===== src/rtl/uart_pkg.sv =====
// uart_pkg: shared definitions for the FIFO-fed UART transmitter.
//   uart_state_e    : transmitter FSM encoding
//   DATA_BITS       : data bits per UART character (8N1)
//   STOP_BITS       : stop bits per character
//   BYTES_PER_WORD  : bytes carried by one 16-bit FIFO word
//   WAIT_CYCLES     : cycles spent waiting for the FIFO read data
package uart_pkg;

  typedef enum logic [2:0] {
    ST_IDLE  = 3'd0,
    ST_REQ   = 3'd1,
    ST_WAIT  = 3'd2,
    ST_LOAD  = 3'd3,
    ST_START = 3'd4,
    ST_DATA  = 3'd5,
    ST_STOP  = 3'd6
  } uart_state_e;

  localparam int DATA_BITS      = 8;
  localparam int STOP_BITS      = 1;
  localparam int BYTES_PER_WORD = 2;
  localparam int WAIT_CYCLES    = 2;

  // True while the FSM is putting a character on the line (bit timer runs).
  function automatic logic on_line(input uart_state_e s);
    return (s == ST_START) || (s == ST_DATA) || (s == ST_STOP);
  endfunction

endpackage


===== src/rtl/uart_bit_timer.sv =====
// uart_bit_timer: bit-period generator.
//   clk   : system clock
//   rst   : asynchronous active-high reset
//   start : level; held high while bits are being sent, low clears the count
//   tick  : one-cycle pulse in the last cycle of every CLKS_PER_BIT period
module uart_bit_timer #(
  parameter int CLKS_PER_BIT = 868
) (
  input  logic clk,
  input  logic rst,
  input  logic start,
  output logic tick
);

  localparam int CW = (CLKS_PER_BIT > 1) ? $clog2(CLKS_PER_BIT) : 1;
  localparam logic [CW-1:0] LAST = CW'(CLKS_PER_BIT - 1);

  logic [CW-1:0] cnt_q, cnt_d;

  // Wrapping to zero on the tick cycle keeps consecutive bits exactly
  // CLKS_PER_BIT long with no accumulated drift.
  always_comb begin
    cnt_d = cnt_q;
    if (!start || (cnt_q == LAST)) cnt_d = '0;
    else                           cnt_d = cnt_q + CW'(1);
  end

  always_ff @(posedge clk or posedge rst) begin
    if (rst) cnt_q <= '0;
    else     cnt_q <= cnt_d;
  end

  assign tick = start && (cnt_q == LAST);

endmodule


===== src/rtl/uart_fifo_tx.sv =====
// uart_fifo_tx: pulls 16-bit words from a FIFO and sends each as two 8N1
// characters, low byte first.
//   clk, rst     : clock, asynchronous active-high reset
//   en           : transmit enable (level), sampled only in IDLE
//   fifo_empty   : FIFO empty flag
//   fifo_data    : FIFO registered read data
//   fifo_rd_req  : one-cycle read request per word (FIFO is edge-triggered)
//   tx           : serial line, idle high, registered
//   busy         : high whenever the FSM is not in IDLE
//   word_done    : one-cycle pulse in the IDLE cycle that ends a word
//   dbg_state    : current FSM state
// Handshake: a word is requested only when en=1 and fifo_empty=0 in IDLE;
// fifo_rd_req rises for exactly one cycle, the data is taken two WAIT cycles
// later, and nothing from the FIFO side can cancel a word once requested.
module uart_fifo_tx
  import uart_pkg::*;
#(
  parameter int CLKS_PER_BIT = 868,
  parameter int DATA_WIDTH   = 16
) (
  input  logic                  clk,
  input  logic                  rst,
  input  logic                  en,
  input  logic                  fifo_empty,
  input  logic [DATA_WIDTH-1:0] fifo_data,
  output logic                  fifo_rd_req,
  output logic                  tx,
  output logic                  busy,
  output logic                  word_done,
  output uart_state_e           dbg_state
);

  localparam logic [2:0] LAST_BIT = 3'(DATA_BITS - 1);

  uart_state_e           state_q, state_d;
  logic                  armed_q;
  logic                  wait_q, wait_d;
  logic                  byte_sel_q, byte_sel_d;
  logic [2:0]            bit_idx_q, bit_idx_d;
  logic [DATA_WIDTH-1:0] shift_q, shift_d;
  logic                  tx_q, tx_d;
  logic                  busy_q, busy_d;
  logic                  rd_req_q, rd_req_d;
  logic                  done_q, done_d;
  logic                  tick;

  uart_bit_timer #(.CLKS_PER_BIT(CLKS_PER_BIT)) u_timer (
    .clk   (clk),
    .rst   (rst),
    .start (on_line(state_q)),
    .tick  (tick)
  );

  // State register
  always_ff @(posedge clk or posedge rst) begin
    if (rst) state_q <= ST_IDLE;
    else     state_q <= state_d;
  end

  // Next-state logic
  always_comb begin
    state_d = state_q;
    case (state_q)
      // armed_q keeps the first request off the first edge after reset.
      ST_IDLE:  if (armed_q && en && !fifo_empty) state_d = ST_REQ;
      ST_REQ:   state_d = ST_WAIT;
      ST_WAIT:  if (wait_q) state_d = ST_LOAD;
      ST_LOAD:  state_d = ST_START;
      ST_START: if (tick) state_d = ST_DATA;
      ST_DATA:  if (tick && (bit_idx_q == LAST_BIT)) state_d = ST_STOP;
      ST_STOP:  if (tick) state_d = byte_sel_q ? ST_IDLE : ST_START;
      default:  state_d = ST_IDLE;
    endcase
  end

  // Output / datapath logic
  always_comb begin
    // WAIT_CYCLES is 2, so a single toggle bit marks the second WAIT cycle.
    wait_d     = (state_q == ST_WAIT) ? !wait_q : 1'b0;
    byte_sel_d = byte_sel_q;
    bit_idx_d  = bit_idx_q;
    shift_d    = shift_q;

    if (state_q == ST_LOAD) begin
      shift_d    = fifo_data;
      byte_sel_d = 1'b0;
    end
    // Shifting across all 16 bits leaves the high byte in [7:0] once the
    // low byte has gone out, so shift_q[0] is always the current bit.
    if ((state_q == ST_DATA) && tick) begin
      shift_d   = shift_q >> 1;
      bit_idx_d = (bit_idx_q == LAST_BIT) ? 3'd0 : bit_idx_q + 3'd1;
    end
    if ((state_q == ST_STOP) && tick && !byte_sel_q) byte_sel_d = 1'b1;

    // Registered outputs are computed from the next state so they line up
    // with the state register.
    case (state_d)
      ST_START: tx_d = 1'b0;
      ST_DATA:  tx_d = shift_d[0];
      default:  tx_d = 1'b1;
    endcase
    busy_d   = (state_d != ST_IDLE);
    rd_req_d = (state_d == ST_REQ);
    done_d   = (state_q == ST_STOP) && tick && byte_sel_q;
  end

  always_ff @(posedge clk or posedge rst) begin
    if (rst) begin
      armed_q    <= 1'b0;
      wait_q     <= 1'b0;
      byte_sel_q <= 1'b0;
      bit_idx_q  <= 3'd0;
      shift_q    <= '0;
      tx_q       <= 1'b1;
      busy_q     <= 1'b0;
      rd_req_q   <= 1'b0;
      done_q     <= 1'b0;
    end else begin
      armed_q    <= 1'b1;
      wait_q     <= wait_d;
      byte_sel_q <= byte_sel_d;
      bit_idx_q  <= bit_idx_d;
      shift_q    <= shift_d;
      tx_q       <= tx_d;
      busy_q     <= busy_d;
      rd_req_q   <= rd_req_d;
      done_q     <= done_d;
    end
  end

  assign tx          = tx_q;
  assign busy        = busy_q;
  assign fifo_rd_req = rd_req_q;
  assign word_done   = done_q;
  assign dbg_state   = state_q;

endmodule


===== config.mk =====
export PLATFORM = sky130hd
export DESIGN_NAME = uart_fifo_tx
export DESIGN_NICKNAME = d
export VERILOG_FILES = /design/src/rtl/uart_pkg.sv /design/src/rtl/uart_bit_timer.sv /design/src/rtl/uart_fifo_tx.sv
export SDC_FILE = /design/constraint.sdc
export NUM_CORES = 1
export LEC_CHECK = 0
export CAP_MARGIN = 20
export CORE_AREA = 3 3 77 79
export CTS_CLUSTER_DIAMETER = 50
export DETAILED_ROUTE_END_ITERATION = 8
export DIE_AREA = 0 0 80 82
export PLACE_DENSITY = 0.59
export SKIP_LAST_GASP = 1
export SLEW_MARGIN = 15
export SYNTH_ARGS = -nofsm -noshare
export SYNTH_HDL_FRONTEND = slang
export SYNTH_SLANG_ARGS = --single-unit
export TNS_END_PERCENT = 30

===== constraint.sdc =====
create_clock -name clk -period 2.2 [get_ports clk]
set_input_delay 0.44 -clock clk [delete_from_list [all_inputs] [get_ports clk]]
set_output_delay 0.44 -clock clk [all_outputs]
set_load 0.005 [all_outputs]

==> results.yml <==
run_status:
  run_status: "completed"
timing:
  min_period_ns: 1.85
  worst_slack_ns: 0.353
  rsz0062_at_grt: "no"
  setup_total_negative_slack_ns: 0
  max_freq_mhz: 541
  drv_slew: 0
  report.final.hold_viol_count: 0
  setup_violations: 0
  clock_skew_ns: 0.00339
  final.period_utilization_pct: 83.9
worst_setup_path:
  critical_path.slowest_cell: "clkdlybuf4s50_1"
  crit_type: "reg2out"
  r2r-end: "shift_q[7]"
  cp_startpoint_kind: "flip-flop"
  rr_startpoint: "u_timer.cnt_q[0]"
  timing.critical_path.cells: "clkdlybuf4s50_1"
  crit_family: "buffers and inverters"
  setup.reg_to_reg.worst_slack_ns: 0.40
  cp_data_arrival_time_ns: 1.41
  required_ns: 1.76
  critPathMaxStageDelay_ns: 0.58
  worstRegToRegCells: 6
  startpoint: "dbg_state[0]"
  crit_buf_inv: 1
  sort_of_element_at_the_end_of_the_critical_path: "primary output"
  cp_max_fo: 12
layout:
  post_layout_nonfiller_instances: 266
  antenna-diode-count: 0
  share_of_final_layout_standard_cells_stronger_than_drive_strength_1_pct: 11.3
  layout-area-overhead-vs-synth_pct: 24.8
  nNetsFinal: 216
global_route:
  overflow: 0
  globalRouteTotalUtil_pct: 12.0
  grt_pass1_wl_um: 6150
  grt_antenna_before_repair: 0
  largest_net_degree_at_the_start_of_global_routing: 40
  first_global_vias: 1354
clocking:
  tritoncts_clock_tree: "done"
  cts-buffers-inserted: 5
  clock_tree.buffer_depth: 2
  cts_max_level: 2
  cts_setup_buffers: 0
  cts_hold_repair.buffers: 0
  clock_latency_ns: 0.29
  numClockSinks: 39
  clock_tree.root_cell: "clkbuf_8"
  clk_transition_reported_paths_ns: 0.07
  post_cts_resize_count: 0
logic_synthesis:
  synth_seq_cells: 39
  synth_simple_gate_area_share_pct: 17.2
  post_synth_mux_area_share_pct: 2.89
  synth_top_family_by_area: "simple AND/OR/NAND/NOR gates"
  syn-instance-count: 162
  ys_seq_area_share_pct: 52.6
  mappedNetlistNets: 185
  synth_fa_ha_area_share_pct: 2.02
  post_synth_instance_area_um2: 1860
  synth_top_area_share_pct: 51.1
  distinct_cell_type_count_after_synthesis: 43
  syn_avg_cell_area_um2: 11.5
  yosysWarnings: 0
  synth_most_common_cell: "dfrtp_1"
  commonest_cells_in_the_netlist: "dfrtp_1, nor2_1, a21o_1, a22o_1, inv_1"
  synth_enable_flop_cells: 0
  netlist_top_cells_area: "dfrtp_1, a22o_1, a21o_1, nor2_1, xnor2_1"
  yosys_most_used_dff: "dfrtp_1"
  compound_gate_fraction_of_synth_area_pct: 16.2
  postSynth.asyncResetShare_pct: 100
  post-synth-top-area-cell: "dfrtp_1"
  synth_xor_area_share_pct: 4.24
placed_design:
  dpl.cell_count: 258
  dpl.hpwl_um: 2500
  buffer_ports.inserted: 26
  finalWeightedCongestion: 0.710
  dp_worst_setup_slack_ns: 0.398
drt:
  avgViaCountPerCell: 4.95
  drc: 0
  drtPass1Iterations: 4
  route.vias.total: 1316
  routed_wire_length_per_instance_um: 13.3
  drt_first_iter_violations: 52
  drt.antenna.violating_nets: 0
  wirelength_um: 3540
worst_hold_path:
  worst_hold_depth: 1
  timing.hold.worst.class: "reg2reg"
  whs_endpoint: "wait_q"
  holdCritStartpoint: "wait_q"
floorplan:
  die_height_um: 82
  floorplan.initialDensity_pct: 34.4
  num_io_pins: 27
  core_area_um2: 5410
  die_area_um2: 6560
  floorplan.rows: 27
  die-width_um: 80
run:
  maxCapViolCount: 0
power:
  power_density_nw_per_um2: 649
  static-leakage-power_uw: 0.00106
  worst_ir_drop_vdd_v: 0.000279
-- metal layers --
metal	global-route usage [%]	up-vias	routed length [µm]
li1	-	640	-
met1	14.7	648	1630
met2	20.0	25	1680
met3	4.61	3	215
met4	3.04	0	27
met5	0	-	0
-- sequential cells by signal (all words and copies together) (netlist names) --
register / cells
wait_q: 1
u_timer.cnt_q: 10
bit_idx_q: 3
shift_q: 16
byte_sel_q: 1
armed_q: 1
dbg_state: 3
fifo_rd_req: 1
busy: 1
tx: 1
word_done: 1
-- cell families (layout without fill, tap and decap cells) --
| kind of cell | after synthesis | in the layout |
|---|---|---|
| buf+inv | 15 | 47 |
| simple gates | 54 | 54 |
| other cells | 1 | 1 |
| xor+xnor | 9 | 9 |
| fa+ha+maj | 3 | 3 |
| compound gates | 36 | 36 |
| mux | 5 | 5 |
| flops | 39 | 39 |
-- layout by cell type (no fill, tap or decap), types with 3 or more instances in the layout --
cell type         n
clkbuf_8          5
ha_1              3
nor2_1           15
a22o_1           14
xnor2_1           5
inv_1             8
nand4_1           4
a21o_1           14
nor3_1            5
nand2_1           4
clkdlybuf4s50_1  26
nand3_1           6
dfrtp_1          38
buf_4             5
xor2_1            4
-- power by group --
part / total, µW / leakage [µW] / switching, µW / internal, µW
sequential: 740 / 0.000472 / 8.00 / 732
combinational: 65.2 / 0.000526 / 24.3 / 40.9
clock: 702 / 0.0000654 / 248 / 453
total: 1510 / 0.00106 / 281 / 1230
-- how the worst max path moves through the flow --
stage / end / slack [ns] / cells past startpoint
after floorplan: bit_idx_q[0] / 0.54 / 5
after global placement: shift_q[12] / 0.44 / 6
after detailed placement: shift_q[7] / 0.40 / 6
after CTS: dbg_state[0] / 0.33 / 1
after global routing: shift_q[14] / 0.27 / 6
final: dbg_state[0] / 0.35 / 1
-- per-stage QoR --
stage	cell area (µm²)	power, µW	hold WS (ns)	utilization [%]
2_1_floorplan	1860	777	0.401	-
3_3_place_gp	2190	821	0.414	40.5
3_5_place_dp	2190	822	0.421	40.5
4_1_cts	2320	1530	0.427	42.9
5_1_grt	2320	1570	0.459	42.9
6_report	2320	1510	0.425	42.9
-- layout make-up --
class                           instances  area [µm²]
Clock inverter                          2        60.1
Multi-Input combinational cell        108         793
Inverter                                8        30.0
Clock buffer                            6        72.6
Fill cell                             519        3080
Tap cell                               72        90.1
Sequential cell                        39         977
Timing Repair Buffer                   31         298
(Power assumes the default switching activity.)
